$ cat config.mk
export PLATFORM = sky130hd
export DESIGN_NAME = alu_rr_arbiter
export DESIGN_NICKNAME = d
export VERILOG_FILES = /design/src/rtl/alu_rr_arbiter.sv
export SDC_FILE = /design/constraint.sdc
export NUM_CORES = 1
export LEC_CHECK = 0
export BUFFER_PORTS_ARGS = -buffer_cell sky130_fd_sc_hd__buf_2
export CAP_MARGIN = 10
export CORE_MARGIN = 2
export CORE_UTILIZATION = 45
export DETAILED_ROUTE_END_ITERATION = 8
export HOLD_SLACK_MARGIN = 0.05
export PLACE_DENSITY_LB_ADDON = 0.08
export SYNTH_ARGS = -nofsm -noshare
export SYNTH_HDL_FRONTEND = slang
export SYNTH_SLANG_ARGS = --single-unit
$ cat constraint.sdc
create_clock -name clk -period 3.9 [get_ports clk]
set_input_delay 0.78 -clock clk [delete_from_list [all_inputs] [get_ports clk]]
set_output_delay 0.78 -clock clk [all_outputs]
set_load 0.03 [all_outputs]
$ cat src/rtl/alu_rr_arbiter.sv
// Round-robin front end that shares one combinational ALU between two requesters.
// Winning operands are registered onto the ALU, settled for ALU_LAT cycles, then returned on a tagged response.
module alu_rr_arbiter #(
    parameter int WIDTH   = 8,
    parameter int OPW     = 5,
    parameter int ALU_LAT = 1,   // legal range 1..15
    parameter int CNT_W   = 16
) (
    input  logic             clk,
    input  logic             rst_n,
    input  logic             r0_valid,
    output logic             r0_ready,
    input  logic [WIDTH-1:0] r0_a,
    input  logic [WIDTH-1:0] r0_b,
    input  logic             r0_cin,
    input  logic [OPW-1:0]   r0_op,
    input  logic             r1_valid,
    output logic             r1_ready,
    input  logic [WIDTH-1:0] r1_a,
    input  logic [WIDTH-1:0] r1_b,
    input  logic             r1_cin,
    input  logic [OPW-1:0]   r1_op,
    output logic [WIDTH-1:0] alu_a,
    output logic [WIDTH-1:0] alu_b,
    output logic             alu_cin,
    output logic [OPW-1:0]   alu_opcode,
    input  logic [WIDTH-1:0] alu_result,
    input  logic             alu_cout,
    input  logic             alu_z,
    input  logic             alu_v,
    output logic             rsp_valid,
    input  logic             rsp_ready,
    output logic             rsp_id,
    output logic [WIDTH-1:0] rsp_result,
    output logic             rsp_cout,
    output logic             rsp_z,
    output logic             rsp_v,
    output logic             busy,
    output logic [CNT_W-1:0] r0_count,
    output logic [CNT_W-1:0] r1_count
);

    typedef enum logic [1:0] {IDLE, EXEC, RESP} state_t;

    localparam logic [3:0] WAIT_INIT = 4'(ALU_LAT - 1);

    state_t     state, state_nxt;
    logic       last_gnt;   // requester granted most recently
    logic       cur_id;
    logic [3:0] wcnt;
    logic       gnt_id, hs, cap, acc;

    // On a tie the requester that did not win last time goes first.
    always_comb begin
        gnt_id   = (r0_valid && r1_valid) ? ~last_gnt : r1_valid;
        hs       = (state == IDLE) && (r0_valid || r1_valid);
        r0_ready = hs && !gnt_id;
        r1_ready = hs && gnt_id;
        cap      = (state == EXEC) && (wcnt == 4'd0);
        acc      = (state == RESP) && rsp_ready;
        busy     = (state != IDLE);
    end

    always_comb begin
        state_nxt = state;
        case (state)
            IDLE:    if (hs)  state_nxt = EXEC;
            EXEC:    if (cap) state_nxt = RESP;
            RESP:    if (acc) state_nxt = IDLE;
            default: state_nxt = IDLE;
        endcase
    end

    always_ff @(posedge clk or negedge rst_n) begin
        if (!rst_n) state <= IDLE;
        else        state <= state_nxt;
    end

    always_ff @(posedge clk or negedge rst_n) begin
        if (!rst_n) begin
            last_gnt   <= 1'b1;
            cur_id     <= 1'b0;
            wcnt       <= 4'd0;
            alu_a      <= '0;
            alu_b      <= '0;
            alu_cin    <= 1'b0;
            alu_opcode <= '0;
        end else if (hs) begin
            last_gnt   <= gnt_id;
            cur_id     <= gnt_id;
            wcnt       <= WAIT_INIT;
            alu_a      <= gnt_id ? r1_a   : r0_a;
            alu_b      <= gnt_id ? r1_b   : r0_b;
            alu_cin    <= gnt_id ? r1_cin : r0_cin;
            alu_opcode <= gnt_id ? r1_op  : r0_op;
        end else if (state == EXEC && wcnt != 4'd0) begin
            wcnt <= wcnt - 4'd1;
        end
    end

    // Response holding register; contents stay frozen for the whole RESP stall.
    always_ff @(posedge clk or negedge rst_n) begin
        if (!rst_n) begin
            rsp_valid  <= 1'b0;
            rsp_id     <= 1'b0;
            rsp_result <= '0;
            rsp_cout   <= 1'b0;
            rsp_z      <= 1'b0;
            rsp_v      <= 1'b0;
            r0_count   <= '0;
            r1_count   <= '0;
        end else if (cap) begin
            rsp_valid  <= 1'b1;
            rsp_id     <= cur_id;
            rsp_result <= alu_result;
            rsp_cout   <= alu_cout;
            rsp_z      <= alu_z;
            rsp_v      <= alu_v;
        end else if (acc) begin
            rsp_valid <= 1'b0;
            if (rsp_id) r1_count <= r1_count + CNT_W'(1);
            else        r0_count <= r0_count + CNT_W'(1);
        end
    end

endmodule

==> flow_summary.yaml, run 1 <==
clock_tree:
  cts_hold_buffers: 0
  cts.root.buffer_cell: "clkbuf_8"
  clock_tree.buffer_depth: 2
  tritoncts: "done"
  htree_levels: 3
  number_of_clock_buffers_inserted_by_tritoncts: 9
  cts_repair_resize_count: 0
  clk_slew_on_worst_s_h_paths_ns: 0.07
  cts_setup_buffers: 0
  numClockSinks: 75
  insertion_delay_ns: 0.33
logic_synthesis:
  yosysSeqAreaShare_pct: 57.7
  synthesis.instances: 264
  async_reset_ff_share_pct: 100
  synthesis.yosys.warnings: 0
  synth_top_family_by_area: "simple AND/OR/NAND/NOR gates"
  synth_nets: 328
  synth_mux_area_share_pct: 4.84
  synth-compound-area-share_pct: 7.84
  yosys.cell_types.count: 36
  synth_ff_type: "dfrtp_1"
  simple_gate_portion_of_the_synthesized_area_pct: 13.5
  postSynthRegisterBits: 75
  synth_adder_area_share_pct: 1.54
  synthesis.area_um2: 3250
  syn-mean-instance-area_um2: 12.3
  synth_edf_count: 0
  yosys.area_share.xor_xnor_pct: 9.11
timing:
  timing.final.ws_setup_ns: 1.41
  worst-slew-pin-transition_ns: 0.912
  slew_headroom_pct: 39.2
  skew_ns: 0.00846
  final_period_minus_worst_setup_slack_ns: 2.49
  slew_viol_final: 0
  final-setup-viol-count: 0
  tns_ns: 0
  rsz0062_at_grt: "false"
  max_clock_freq_mhz: 401
  report.final.hold_viol_count: 0
  timing.final.crit_share_pct: 63.9
die:
  width_of_the_chip_um: 89.0
  top_level_ports: 130
  die_y_um: 89.0
  placementRows: 31
  initial_core_util_pct: 45.6
  fp.dieArea_um2: 7930
  coreArea_um2: 7140
setup_path:
  crit_path_max_fanout: 25
  timing.setup.critical_path_class: "flop to primary output"
  worstSetupEndpointType: "primary output"
  worst_ep_arrival_ns: 1.71
  timing.critical_path.required_ns: 3.12
  crit_start_category: "flop"
placement:
  pre_cts_slack_ns: 1.50
  dp_hpwl_mm: 4.71
  buffer_ports.inserted: 129
  gp_congestion: 0.771
outcome:
  run_status: "completed"
power:
  power.ir.vdd_worst_v: 0.000439
  powerDensity_nw_per_um2: 759
  totalPowerFinal_mw: 3.20
  power.leakage_nw: 2.27
final_layout:
  multi_input_area_um2: 1200
  insertedDiodeCount: 0
  sequential_cell_area_um2: 1880
  fillCellCount: 664
  area.growth.synth_to_final_pct: 29.6
  fin_nets: 460
  share_of_final_layout_standard_cells_stronger_than_drive_strength_1_pct: 42.1
global_routing:
  grt_overflow_total: 0
  grt_pass1_wl_mm: 9.97
  grt_antenna_before_repair: 0
  first_global_vias: 2243
  track_usage_pct: 16.2
  grt_start_max_net_pins: 76
route:
  final_routed_wirelength_mm: 6.43
  drc_errors: 0
  num_vias: 2499
  firstDrtPassIters: 7
  drt_first_iter_violations: 132
  antenna_violating_nets_post_route: 0
  wire_per_inst_um: 12.9
  viasPerCell: 5.00
hold_path:
  worst_hold_path_type: "flop to flop"
job:
  maxCapViolations: 0
[metrics by stage]
| step | area [um2] | hold slack (ns) | std cells | utilization (%) |
|---|---|---|---|---|
| final | 4220 | 0.466 | 500 | 59.1 |
| after global routing | 4220 | 0.501 | 500 | 59.1 |
| after CTS | 4220 | 0.479 | 500 | 59.1 |
| after detailed placement | 3980 | 0.463 | 484 | 55.7 |
| after global placement | 3980 | 0.455 | 484 | 55.7 |
| after floorplan | 3250 | 0.446 | 264 | - |
[state kept, by name, indices dropped and copies added (netlist names)]
register,count
r0_count,16
r1_count,16
alu_a,8
alu_b,8
rsp_result,8
alu_opcode,5
wcnt,4
state,2
alu_cin,1
cur_id,1
last_gnt,1
rsp_cout,1
rsp_id,1
rsp_v,1
rsp_valid,1
rsp_z,1
[synth_stat cells (4+ instances only)]
cell type	count	area share, %
nand4_1	9	1.7
a222oi_1	22	6.8
xor2_1	8	2.2
nand3_1	8	1.2
clkbuf_1	4	0.46
nand2_1	18	2.1
mux2_2	14	4.8
and3_1	5	0.96
dfrtp_1	74	57
inv_1	28	3.2
xnor2_1	24	6.5
ha_1	4	1.5
nor2_1	10	1.2
and4_1	6	1.6
[worst paths after layout]
kind / from / endpoint / cells after the start / slack (ns)
worst min-delay path: r0_count[15] / r0_count[15] / 1 / 0.47
worst min register to register: r0_count[15] / r0_count[15] / 1 / 0.47
worst max-delay path: state[1] / r1_ready / 4 / 1.41
min in group asynchronous: rst_n / r0_count[12] / 1 / 0.55
max in group asynchronous: rst_n / alu_b[3] / 1 / 2.73
worst max register to register: wcnt[0] / rsp_result[2] / 5 / 2.19
[report_power, final]
part | internal [mW] | switching (mW) | total, mW
Combinational | 0.473 | 0.834 | 1.31
Clock | 0.441 | 0.264 | 0.704
Sequential | 1.02 | 0.163 | 1.19
Total | 1.94 | 1.26 | 3.20
[worst max-delay path: stages, from the launching register on]
cell and delay [ns]:
dfrtp_1 0.44, nor2_1 0.24, and3_1 0.20, buf_4 0.26, buf_2 0.25
[layout make-up]
class	instances	share of cell area [%]
sequential	75	44.5
tap	99	2.94
clock buffer	11	3.35
clock inverter	5	2.37
inverter	28	2.49
timing repair buffer	132	15.9
multi-input combinational	150	28.4
[routing by layer]
layer / up-vias / GRT usage (%) / routed length, um
met1: 1221 / 20.9 / 2670
met2: 73 / 26.5 / 3350
met3: 6 / 3.79 / 344
met4: 0 / 6.65 / 63
li1: 1199 / - / -
met5: - / 0 / 0
[cells by family after synthesis]
logic type / after synthesis
adder cells (fa/ha/maj): 4
multiplexers: 14
AND/OR/NAND/NOR: 71
buffers and inverters: 39
flip-flops: 75
XOR/XNOR: 33
AO/OA/AOI/OAI: 28
[cell usage in the layout (no fill, tap or decap), drive strengths merged, types with 3 or more instances in the layout]
master    n
mux2     14
buf     132
ha        4
nand4     9
a222oi   22
xnor2    24
dfrtp    74
o21ai     3
nor3      3
bufinv    3
and4      6
nand3     8
nor2     10
xor2      9
inv      28
clkbuf   11
nand2    18
and3      6
Power figures use the tool's default switching activity.
==> inputs of run 2 (changes only) <==
--- a/config.mk
+++ b/config.mk
@@ -5,6 +5,7 @@
 export SDC_FILE = /design/constraint.sdc
 export NUM_CORES = 1
 export LEC_CHECK = 0
+export ABC_AREA = 1
 export BUFFER_PORTS_ARGS = -buffer_cell sky130_fd_sc_hd__buf_2
 export CAP_MARGIN = 10
 export CORE_MARGIN = 2
==> constraint.sdc (replaced) <==
create_clock -name clk -period 2.5 [get_ports clk]
set_input_delay 0.5 -clock clk [delete_from_list [all_inputs] [get_ports clk]]
set_output_delay 0.5 -clock clk [all_outputs]
set_load 0.03 [all_outputs]
==> flow_summary.yaml, run 2 <==
global_routing:
  grt_antenna_before_repair: 0
  track_usage_pct: 20.2
  grt_overflow_total: 0
  grt_pass1_wl_mm: 13.7
  grt_start_max_net_pins: 48
  first_global_vias: 2964
clock_tree:
  cts_setup_buffers: 0
  numClockSinks: 75
  cts_hold_buffers: 0
  htree_levels: 3
  clock_tree.buffer_depth: 2
  tritoncts: "done"
  cts_repair_resize_count: 0
  cts.root.buffer_cell: "clkbuf_8"
  number_of_clock_buffers_inserted_by_tritoncts: 9
  insertion_delay_ns: 0.35
  clk_slew_on_worst_s_h_paths_ns: 0.08
logic_synthesis:
  synth_commonest_cells: "177 x nand2_1, 74 x dfrtp_1, 46 x nand3_1"
  synth_nets: 487
  yosysTopAreaCell: "dfrtp_1"
  postSynthRegisterBits: 75
  post-synth-top-count-cell: "nand2_1"
  synth_edf_count: 0
  yosysSeqAreaShare_pct: 53.5
  synthesis.area_um2: 3510
  synth_area_leaders: "dfrtp_1 53%, nand2_1 19%, nand3_1 6.6%"
  synth_ff_type: "dfrtp_1"
  syn-mean-instance-area_um2: 8.29
  yosys.cell_types.count: 26
  async_reset_ff_share_pct: 100
  synthesis.instances: 423
  synthesis.yosys.warnings: 0
  post-synth-top-area-fraction_pct: 52.8
setup_path:
  reg2reg_from: "wcnt[0]"
  longest_individual_stage_delay_on_the_worst_path_ns: 0.45
  worst_ep_arrival_ns: 1.50
  slowest_stage: "dfrtp_1"
  worstSetupEndpointType: "primary output"
  timing.setup.critical_path_class: "flop to primary output"
  timing.critical_path.cells: "inv_2 -> nand2_2 -> nor2_4 -> inv_2 -> a21oi_4 -> buf_2"
  critPathMostFrequentCell: "inv_2"
  critPathLaunch: "state[1]"
  crit_path_max_fanout: 5
  timing.critical_path.required_ns: 2.00
  crit_start_category: "flop"
final_layout:
  insertedDiodeCount: 0
  fin_nets: 622
  highest_count_cells_in_the_layout_ignoring_fill_and_taps: "177 x nand2_1, 128 x buf_2, 74 x dfrtp_1, 46 x nand3_1, 34 x nor2_1"
  final_design_area_no_fill_um2: 4470
  mostFrequentLayoutCell: "nand2_1"
  share_of_final_layout_standard_cells_stronger_than_drive_strength_1_pct: 28.6
  biggestRegsByFlops: "r0_count x16, r1_count x16"
  area.growth.synth_to_final_pct: 27.4
placement:
  dpl_cell_area_um2: 4260
  dp_hpwl_mm: 5.94
  buffer_ports.inserted: 129
  gp_congestion: 0.763
route:
  antenna_violating_nets_post_route: 0
  drt_first_iter_violations: 126
  firstDrtPassIters: 5
  viasPerCell: 4.77
  wire_per_inst_um: 12.4
  num_vias: 3171
  drc_errors: 0
  final_routed_wirelength_mm: 8.24
timing:
  skew_ns: 0.0106
  max_clock_freq_mhz: 501
  slew_viol_final: 0
  tns_ns: 0
  worst-slew-pin-transition_ns: 0.466
  final_period_minus_worst_setup_slack_ns: 2.00
  report.final.hold_viol_count: 0
  final-setup-viol-count: 0
  slew_headroom_pct: 68.9
  timing.final.crit_share_pct: 79.9
  rsz0062_at_grt: "false"
outcome:
  run_status: "completed"
die:
  initial_core_util_pct: 45.9
  coreArea_um2: 7650
  top_level_ports: 130
  width_of_the_chip_um: 92.3
  placementRows: 32
  die_y_um: 92.3
  fp.dieArea_um2: 8520
hold_path:
  worst_hold_path_type: "primary input to async pin"
power:
  power.leakage_nw: 2.44
  power.ir.vdd_worst_v: 0.000566
  powerDensity_nw_per_um2: 1100
job:
  maxCapViolations: 0
## run 2: worst max-delay path: cells and delay by family, from the launching register on
kind / cells / cell delay (ns)
AO/OA/AOI/OAI: 1 / 0.11
buffers and inverters: 3 / 0.37
flip-flops: 1 / 0.45
AND/OR/NAND/NOR: 2 / 0.21
## run 2: final cells by class
cell class,instances,area (um2)
Fill cell,710,3180
Sequential cell,75,1880
Multi-Input combinational cell,309,1450
Timing Repair Buffer,134,698
Clock buffer,12,155
Tap cell,102,128
Inverter,29,109
Clock inverter,4,48.8
## run 2: routing by layer
layer | wire (um) | track usage (%)
met5 | 0 | 0
met4 | 167 | 9.58
met3 | 407 | 3.78
met2 | 4160 | 33.6
met1 | 3510 | 25.5
## run 2: kinds of logic after synthesis
kind of cell / share of synthesized area, %
and+or+nand+nor: 33.9
DFF: 53.6
buffers and inverters: 5.07
xor gates and xnor gates: 4.25
AOI/OAI and AO/OA: 1.78
adders and majority gates: 1.43
## run 2: path summary, 6_finish.rpt
path	to	slack, ns	cells after the start
max	r0_ready	0.50	6
min	r0_count[11]	0.06	1
max reg2reg	rsp_id	0.73	6
min reg2reg	last_gnt	0.47	2
max in group asynchronous	last_gnt	1.79	2
min in group clk	alu_b[2]	0.35	3
## run 2: through the flow
step	instances	hold WS (ns)	power (mW)	setup WS (ns)	utilization, %
6_report	665	0.0629	4.93	0.504	58.4
5_1_grt	665	0.0846	5.28	0.434	58.4
4_1_cts	665	0.0650	4.98	0.474	58.4
3_5_place_dp	649	0.452	4.02	0.769	55.8
3_3_place_gp	649	0.452	3.96	0.806	55.8
2_1_floorplan	423	0.204	3.36	0.787	-
## run 2: report_power, final
group | switching (mW) | leakage [nW] | internal (mW)
clock | 0.441 | 0.106 | 0.515
combinational | 1.52 | 1.38 | 0.628
sequential | 0.226 | 0.955 | 1.60
total | 2.18 | 2.44 | 2.74
==> inputs of run 3 (changes only) <==
==> constraint.sdc (replaced) <==
create_clock -name clk -period 2 [get_ports clk]
set_input_delay 0.4 -clock clk [delete_from_list [all_inputs] [get_ports clk]]
set_output_delay 0.4 -clock clk [all_outputs]
set_load 0.03 [all_outputs]
==> flow_summary.yaml, run 3 (synthesis gave the netlist of run 2 again) <==
clock_tree:
  number_of_clock_buffers_inserted_by_tritoncts: 9
  numClockSinks: 75
  insertion_delay_ns: 0.33
  tritoncts: "done"
  clock_tree.buffer_depth: 2
  clk_slew_on_worst_s_h_paths_ns: 0.08
  cts.root.buffer_cell: "clkbuf_8"
  cts_repair_resize_count: 0
  htree_levels: 3
final_layout:
  share_of_final_layout_standard_cells_stronger_than_drive_strength_1_pct: 28.7
  mostFrequentLayoutCell: "nand2_1"
  area.growth.synth_to_final_pct: 29.0
  final_design_area_no_fill_um2: 4520
  insertedDiodeCount: 0
  final_util_pct: 59.1
  multi_input_area_um2: 1450
  fin_nets: 624
  biggestRegsByFlops: "r0_count x16, r1_count x16"
  sequential_cell_area_um2: 1880
  fillCellCount: 733
  highest_count_cells_in_the_layout_ignoring_fill_and_taps: "177 x nand2_1, 128 x buf_2, 74 x dfrtp_1, 46 x nand3_1, 34 x nor2_1"
die:
  placementRows: 32
  top_level_ports: 130
  coreArea_um2: 7650
  die_y_um: 92.3
  width_of_the_chip_um: 92.3
  initial_core_util_pct: 45.9
  fp.dieArea_um2: 8520
timing:
  final_period_minus_worst_setup_slack_ns: 1.86
  slew_headroom_pct: 67.3
  max_clock_freq_mhz: 537
  skew_ns: 0.0103
  tns_ns: 0
  slew_viol_final: 0
  report.final.hold_viol_count: 0
  final-setup-viol-count: 0
  timing.final.crit_share_pct: 93.1
  rsz0062_at_grt: "false"
  worst-slew-pin-transition_ns: 0.491
hold_path:
  worst_hold_path_type: "primary input to flop"
  min_from: "r0_a[2]"
setup_path:
  worst_ep_arrival_ns: 1.46
  critPathLaunch: "state[0]"
  timing.critical_path.required_ns: 1.60
  worstSetupEndpointType: "primary output"
  crit_path_max_fanout: 5
  critPathCapture: "r0_ready"
  reg2reg_from: "state[1]"
  timing.setup.critical_path_class: "flop to primary output"
  crit_start_category: "flop"
  worstRegToRegCells: 4
  r2r_slack_ns: 0.52
  ff_to_ff_end: "rsp_id"
power:
  power.leakage_nw: 2.47
  powerDensity_nw_per_um2: 1410
  power.ir.vdd_worst_v: 0.000839
route:
  drc_errors: 0
  viasPerCell: 4.68
  drt_first_iter_violations: 105
  num_vias: 3123
  final_routed_wirelength_mm: 7.89
  antenna_violating_nets_post_route: 0
  firstDrtPassIters: 4
  wire_per_inst_um: 11.8
placement:
  gp_congestion: 0.830
  buffer_ports.inserted: 129
  dp_hpwl_mm: 5.74
  dpl_cell_area_um2: 4270
job:
  maxCapViolations: 0
global_routing:
  first_global_vias: 2874
  grt_overflow_total: 0
  grt_antenna_before_repair: 0
  grt_start_max_net_pins: 40
  grt_pass1_wl_mm: 12.9
  track_usage_pct: 18.9
outcome:
  run_status: "completed"
==> run 3: cell count changes in the layout (fill, tap and decap cells not counted), sizes merged <==
cell / change
buf: +1
bufinv: +2
clkbuf: -1
clkinv: -1
dlygate4sd3: +1
==> run 3: metal layers <==
metal  part of all wire, %  track usage (%)  vias to the layer above  wire [um]
met1                    45             24.4                     1438       3580
li1                      -                -                     1609          -
met2                    49             31.7                       64       3860
met5                     0                0                        -          0
met3                   3.8             3.53                       12        300
met4                   1.9             7.34                        0        150
==> run 3: what timing repair did <==
action | in CTS | in global routing
hold buffers | 1 | 0
endpoints found under the hold margin | 17 | 0
buffers inserted | 0 | 0
==> run 3: where the power goes <==
part	switching (mW)	internal, mW	total [mW]
Clock	0.535	0.860	1.39
Combinational	1.89	0.803	2.69
Sequential	0.281	2.00	2.28
Total	2.71	3.67	6.37
==> run 3: worst min path at each step <==
stage | cells after the start | endpoint
global route | 3 | alu_a[1]
detailed placement | 1 | r0_count[10]
floorplan | 0 | alu_a[0]
global placement | 1 | r0_count[10]
finish | 3 | alu_a[2]
CTS | 3 | alu_a[1]
==> run 3: layout make-up <==
| cell class | count | share of cell area, % |
|---|---|---|
| sequential | 75 | 41.5 |
| inverter | 29 | 2.41 |
| timing repair buffer | 136 | 15.8 |
| clock inverter | 5 | 2.21 |
| tap | 102 | 2.82 |
| clock buffer | 11 | 3.13 |
| multi-input combinational | 309 | 32.1 |
==> run 3: through the flow <==
step | power [mW] | setup WS (ns) | cells | hold WS [ns]
global route | 6.81 | 0.0366 | 667 | 0.249
global placement | 4.99 | 0.454 | 650 | 0.402
finish | 6.37 | 0.138 | 667 | 0.268
detailed placement | 5.03 | 0.430 | 650 | 0.405
floorplan | 4.20 | 0.387 | 423 | 0.104
CTS | 6.45 | 0.112 | 667 | 0.249
==> run 3: critical path, stage by stage (launching register included) <==
cell and delay [ns]:
dfrtp_1 0.40, inv_2 0.11, nand2_2 0.11, nor2_4 0.12, inv_2 0.06, a21oi_4 0.11
buf_2 0.23
